==> src/rtl/dbctr_core_if.sv <==
// Button/operand/result bundle for the debounced up/down/load counter.
interface dbctr_core_if #(
  parameter int unsigned WIDTH = 4
);
  logic             up;
  logic             down;
  logic             load;
  logic             clear;
  logic [WIDTH-1:0] value;
  logic [WIDTH-1:0] counter;
  logic             ack;

  // Stimulus side: drives buttons and load operand, observes counter/ack.
  modport master (
    output up, down, load, clear, value,
    input  counter, ack
  );

  // Counter side.
  modport slave (
    input  up, down, load, clear, value,
    output counter, ack
  );
endinterface

==> src/rtl/dbctr_core.sv <==
// Debounced up/down/load counter with synchronous clear and a one-cycle ack per event.
// Each button must be sampled high for HOLD_CYCLES consecutive edges to fire; it fires once
// per assertion because its debounce counter saturates past the firing value.
module dbctr_core #(
  parameter int unsigned HOLD_CYCLES = 4,
  parameter int unsigned WIDTH       = 4
) (
  input logic         clock,
  input logic         reset_n,
  dbctr_core_if.slave bus
);

  localparam int unsigned CW = $clog2(HOLD_CYCLES + 1);
  localparam logic [CW-1:0] HoldMax = CW'(HOLD_CYCLES);
  localparam logic [CW-1:0] FireAt  = CW'(HOLD_CYCLES - 1);

  // Button index: 0 = up, 1 = down, 2 = load.
  logic [2:0]          btn;
  logic [2:0]          fire;
  logic [2:0][CW-1:0]  db_q, db_d;
  logic [WIDTH-1:0]    counter_q, counter_d;
  logic                ack_q, ack_d;
  logic                clear_q;

  assign btn = {bus.load, bus.down, bus.up};

  // Debounce counters: count consecutive highs, saturate, zero on low or while clear is high.
  always_comb begin
    for (int i = 0; i < 3; i++) begin
      fire[i] = 1'b0;
      db_d[i] = '0;
      if (!bus.clear && btn[i]) begin
        fire[i] = (db_q[i] == FireAt);
        db_d[i] = (db_q[i] == HoldMax) ? HoldMax : db_q[i] + CW'(1);
      end
    end
  end

  // Counter update: clear beats every button; among buttons load > up > down.
  always_comb begin
    counter_d = counter_q;
    ack_d     = 1'b0;
    if (bus.clear) begin
      counter_d = '0;
      ack_d     = !clear_q;  // only the first edge of a clear assertion acks
    end else if (fire[2]) begin
      counter_d = bus.value;
      ack_d     = 1'b1;
    end else if (fire[0]) begin
      counter_d = counter_q + WIDTH'(1);
      ack_d     = 1'b1;
    end else if (fire[1]) begin
      counter_d = counter_q - WIDTH'(1);
      ack_d     = 1'b1;
    end
  end

  // State registers with asynchronous active-low reset.
  always_ff @(posedge clock or negedge reset_n) begin
    if (!reset_n) begin
      db_q      <= '0;
      counter_q <= '0;
      ack_q     <= 1'b0;
      clear_q   <= 1'b0;
    end else begin
      db_q      <= db_d;
      counter_q <= counter_d;
      ack_q     <= ack_d;
      clear_q   <= bus.clear;
    end
  end

  assign bus.counter = counter_q;
  assign bus.ack     = ack_q;

endmodule

==> src/flat_wrapper.sv <==
// flat-port wrapper written by rule: the top's interface ports become plain ports
module dbctr_core_flat 
#(
  parameter int unsigned HOLD_CYCLES = 4,
  parameter int unsigned WIDTH       = 4
)
  (clock, reset_n, bus_up, bus_down, bus_load, bus_clear, bus_value, bus_counter, bus_ack);
  dbctr_core_if #(.WIDTH(WIDTH)) bus_i ();
  input logic clock;
  input logic reset_n;
  input wire logic [$bits(bus_i.up)-1:0] bus_up;
  input wire logic [$bits(bus_i.down)-1:0] bus_down;
  input wire logic [$bits(bus_i.load)-1:0] bus_load;
  input wire logic [$bits(bus_i.clear)-1:0] bus_clear;
  input wire logic [$bits(bus_i.value)-1:0] bus_value;
  output wire logic [$bits(bus_i.counter)-1:0] bus_counter;
  output wire logic [$bits(bus_i.ack)-1:0] bus_ack;
  assign bus_i.up = bus_up;
  assign bus_i.down = bus_down;
  assign bus_i.load = bus_load;
  assign bus_i.clear = bus_clear;
  assign bus_i.value = bus_value;
  assign bus_counter = bus_i.counter;
  assign bus_ack = bus_i.ack;
  dbctr_core #(.HOLD_CYCLES(HOLD_CYCLES), .WIDTH(WIDTH)) u_core (.clock(clock), .reset_n(reset_n), .bus(bus_i));
endmodule
==> config.mk <==
export PLATFORM = sky130hd
export DESIGN_NAME = dbctr_core_flat
export DESIGN_NICKNAME = d
export VERILOG_FILES = /design/src/rtl/dbctr_core_if.sv /design/src/rtl/dbctr_core.sv /design/src/flat_wrapper.sv
export SDC_FILE = /design/constraint.sdc
export NUM_CORES = 1
export LEC_CHECK = 0
export BUFFER_PORTS_ARGS = -buffer_cell sky130_fd_sc_hd__buf_2
export CORE_UTILIZATION = 45
export CTS_BUF_LIST = sky130_fd_sc_hd__clkbuf_8
export DETAILED_ROUTE_END_ITERATION = 7
export GPL_ROUTABILITY_DRIVEN = 0
export PLACE_DENSITY = 0.66
export SYNTH_ARGS = -nofsm -noshare
export SYNTH_HDL_FRONTEND = slang
export SYNTH_SLANG_ARGS = --single-unit
==> constraint.sdc <==
create_clock -name clock -period 4 [get_ports clock]
set_input_delay 0.4 -clock clock [delete_from_list [all_inputs] [get_ports clock]]
set_output_delay 0.4 -clock clock [all_outputs]
set_load 0.02 [all_outputs]
Word level (Yosys, flattened, before mapping)
Index checks and enable logic that the tools add are counted.
{"block": "op_classes", "addsub": 5, "n_eq_ne": 6, "mux": 17, "n_reduce_logical": 6}
{"op": "3-bit 2-to-1 mux", "n": 6}
{"op": "4-bit 2-to-1 mux", "n": 4}
{"op": "3-bit by 1-bit adder with 3-bit output (second input constant)", "n": 3}
{"op": "3-bit by 2-bit == test with 1-bit output (second input constant)", "n": 3}
{"op": "3-bit == test (second input constant)", "n": 3}
{"op": "1-bit 2-to-1 mux", "n": 7}
{"op": "4-bit by 1-bit adder with 4-bit output (second input constant)", "n": 1}
{"op": "4-bit nonzero test", "n": 1}
{"op": "4-bit by 1-bit subtractor with 4-bit output (second input constant)", "n": 1}
{"op": "1-bit logical AND", "n": 3}
{"op": "1-bit logical NOT", "n": 2}
{"block": "word_totals", "reg_bits": 15, "in_bits": 10, "out_inout_bits": 5, "word_cells": 40}

Logic depth before layout (Yosys ltp)
{"block": "depth", "ltp_word": 7, "ltp_mapped": 8}

Worst setup path before layout
OpenSTA, ideal clock, no wires.
{"block": "synth_timing", "kind": "register to register", "start": "reg u_core.db_q[0] in the netlist's numbering", "end": "reg u_core.counter_q[3], in the netlist u_core.bus.counter[3]", "arrival_time_ns": 1.638, "t_required_ns": 3.908, "slack_ns": 2.270, "path_stages_with_launch": 9, "cell_sequence": "dfrtp_1 > ha_1 > ha_1 > nand3b_4 > ha_1 > a21o_1 > a21oi_1 > xnor2_1 > o31ai_2"}
{"block": "synth_between", "elab_chain_len": 5}
{"element": "start: declaration", "line": "dbctr_core.sv:20", "source": "logic [2:0][CW-1:0] db_q, db_d;"}
{"element": "start signal: assignment", "line": "dbctr_core.sv:61", "source": "db_q <= '0;"}
{"element": "start signal: assignment", "line": "dbctr_core.sv:66", "source": "db_q <= db_d;"}
{"element": "3-bit by 2-bit == test with 1-bit output (*)", "line": "dbctr_core.sv:33", "source": "fire[i] = (db_q[i] == FireAt);"}
{"element": "1-bit 2-to-1 mux (*)", "line": "dbctr_core.sv:32", "source": "if (!bus.clear && btn[i]) begin"}
{"element": "4-bit 2-to-1 mux", "line": "dbctr_core.sv:49", "source": "end else if (fire[0]) begin"}
{"element": "4-bit 2-to-1 mux", "line": "dbctr_core.sv:46", "source": "end else if (fire[2]) begin"}
{"element": "4-bit 2-to-1 mux", "line": "dbctr_core.sv:43", "source": "if (bus.clear) begin"}
{"element": "end signal: assignment", "line": "dbctr_core.sv:67", "source": "counter_q <= counter_d;"}
{"element": "end: declaration", "line": "dbctr_core.sv:21", "source": "logic [WIDTH-1:0] counter_q, counter_d;"}
Mark *: on every way between the ends. The rest lies on a longest branch, timed or not.
A chain may end at the register's enable or synchronous reset.

Final worst setup path
Ends and elaborated chain as after synthesis.

==> results.md <==
- Status: completed
- Clock network fraction of total power: 0.371
- Critical Path Sink Type: flip-flop
- Die height: between 40 and 50 µm
- Reg2Reg Depth: 8
- Layout cells sized above 1: 0.2421
- Initial antenna violation count: 0
- Util after Layout: 0.5638
- Num rows: 15
- CTS tree: done
- Sw Pwr: ~76 µW
- Die area: about 2100 µm²
- Post-Synthesis Cells: 79
- Final period util: 0.4571
- First drt pass iteration count: 4
- Tot GR Track Use: 0.1610
- Final Max Tran Viols: 0
- R2R setup slack: between 2 and 2.5 ns
- Gr ovfl total: 0
- Share of the synthesized area in the top cell type: 0.4348
- Root Buffer: clkbuf_8
- F_max: about 0.55 GHz
- Clock Tree Buf Depth: 2
- R2r endpoint: u_core.bus.counter[3]
- RR Startpoint: u_core.db_q[0]
- CTS Buf Count: 3
- Switching share of power: 0.2370
- CP Capture Point: u_core.bus.counter[3]
- Worst hold path class: primary input to asynchronous set/reset pin
- Iter 0 DRT Violations: 8
- Largest net degree at the start of global routing: 16
- WL/cell: 11.08 µm
- Final setup TNS: 0 ns
- Antenna diodes: 0
- Post-synthesis sequential area ratio: 0.4348
- Synth warn: 0
- Synth-to-Final Area Change: 15.22%
- Skew-Pair Late Insertion Delay: around 0.24 ns
- Most frequent cell after synthesis: dfrtp_1
- Flop pwr share: 0.504
- H-tree depth: 1
- I/O pin total: 15
- # resized after CTS: 0
- Netlist cell types: 26
- Yosys top cell by area: dfrtp_1
- Critical Path RT: approximately 4.2 ns
- CP Max Fanout: 6
- Vias in the first global route: 594
- Core area: 1764 µm²
- Hold buffers post-CTS: 0
- Worst Tran Pin Value: approximately 0.34 ns
- Die W: approximately 46 µm
- EDFF count, synth: 0
- Post-layout net count: between 100 and 150
- Logic pwr share: 0.125
- Initial Utilization: 0.4894
- Design Power: between 300 and 400 µW
- Async SR Flop Fraction: 1.000
- DR vias/cell: slightly below 5
- Final ANT Viol Nets: 0
- Slew headroom: 0.7766
- Maximum vdd drop: about 0.00022 V
- CP Launch Point: u_core.db_q[0]
- Synth top cells by count: dfrtp_1, ha_1, inv_1, nand2_1
- Setup Skew: ~0.0016 ns
- Critical path class: flip-flop to flip-flop
- Net count after synthesis: roughly 100
- Pwr/cell area: between 300 and 400 nW/µm²
- Via count: 583
- First-pass GRT wire length: 2311 µm
- Total Wirelength: 1329 µm
- Top FF cell, synth: dfrtp_1
- Hold Vio Cnt, Final: 0
- Int Power: ~250 µW
- I/O Buffers: 14
- Clock transition at the registers of the reported paths: around 0.06 ns
- Synth Register Bits: 15
- Setup Viol. Count Final: 0
- Leakage: about 0.5 nW
- Startpoint types: flip-flop
- Synthesized cell area: roughly 860 µm²
- Post-CTS Setup Inserts: 0
- Top cells by area, synth: dfrtp_1, ha_1, inv_1
- Total DRC errors in the routed layout: 0
- Unrepaired setup endpoints after global routing: no
- Max Cap Viol: 0
- CP arrival: 1.98 ns
- Clk sink count: 15
- Dpl hpwl: ~1000 µm
- Worst Hold Slack: slightly above 0.05 ns
- Average size of a mapped cell: between 10 and 15 µm²
- Fin crit period: about 1.8 ns
[registers in the layout (all words and copies together), names as in the netlist]
register,cells
u_core.bus.counter,4
u_core.db_q,9
u_core.clear_q,1
u_core.bus.ack,1
[worst min path at each step]
stage	from	cells after the start	endpoint	slack, ns
final	reset_n	1	u_core.db_q[2]	0.05
after detailed placement	reset_n	1	u_core.db_q[2]	0.33
after global routing	reset_n	1	u_core.db_q[2]	0.07
after CTS	reset_n	1	u_core.db_q[2]	0.06
after global placement	reset_n	1	u_core.db_q[2]	0.32
after floorplan	reset_n	0	u_core.bus.ack	0.10
[power groups by stage]
| stage | Combinational, mW | Clock [mW] | Sequential (mW) |
|---|---|---|---|
| floorplan | 0.0238 | 0 | 0.167 |
| global placement | 0.0397 | 0 | 0.164 |
| detailed placement | 0.0412 | 0 | 0.165 |
| CTS | 0.0413 | 0.124 | 0.162 |
| global route | 0.0478 | 0.128 | 0.163 |
| finish | 0.0402 | 0.119 | 0.162 |
[worst max-delay path, stage by stage (launching register included)]
cell      delay (ns)
dfrtp_1         0.38
ha_1            0.20
ha_1            0.21
nand3b_4        0.12
ha_1            0.24
a21o_1          0.16
a21oi_1         0.17
xnor2_1         0.10
o31ai_2         0.17
[cells in the final DEF (no fill, tap or decap), types with 2 or more instances in the layout]
cell type,n
a21boi_0,2
a21oi_1,4
and2b_1,2
and3_1,4
buf_2,14
clkbuf_8,3
dfrtp_1,15
ha_1,11
inv_1,10
nand2_1,7
nor2_1,3
o21ai_1,3
xnor2_1,3
[stage by stage]
step | std cells | cell area [µm²] | worst slack (ns)
2_1_floorplan | 79 | 863.3 | 2.270
3_3_place_gp | 116 | 948.4 | 2.230
3_5_place_dp | 116 | 948.4 | 2.181
4_1_cts | 120 | 994.7 | 2.152
5_1_grt | 120 | 994.7 | 2.048
6_report | 120 | 994.7 | 2.172
[cell families after synthesis]
| kind of cell | Yosys count | synth area share |
|---|---|---|
| xor gates and xnor gates | 3 | 0.03044 |
| buffers and inverters | 12 | 0.06232 |
| muxes | 1 | 0.01159 |
| adders and majority gates | 12 | 0.1826 |
| and+or+nand+nor | 22 | 0.1638 |
| DFF | 15 | 0.4348 |
| AOI/OAI and AO/OA | 14 | 0.1145 |
[metal layers]
| metal | vias up | global-route usage | share of wire |
|---|---|---|---|
| met1 | 272 | 0.1881 | 0.49 |
| met4 | 0 | 0.08824 | 0.016 |
| met2 | 11 | 0.2714 | 0.46 |
| met5 | - | 0 | 0 |
| met3 | 2 | 0.03571 | 0.032 |
| li1 | 298 | - | - |
[layout make-up]
type,count,area (µm²)
tap,25,31.28
clock inverter,1,5.005
clock buffer,3,41.29
inverter,10,37.54
sequential,15,375.4
fill,183,769.5
multi-input combinational,52,434.2
timing repair buffer,14,70.07
Note: power is estimated with default switching activity, not from simulation.
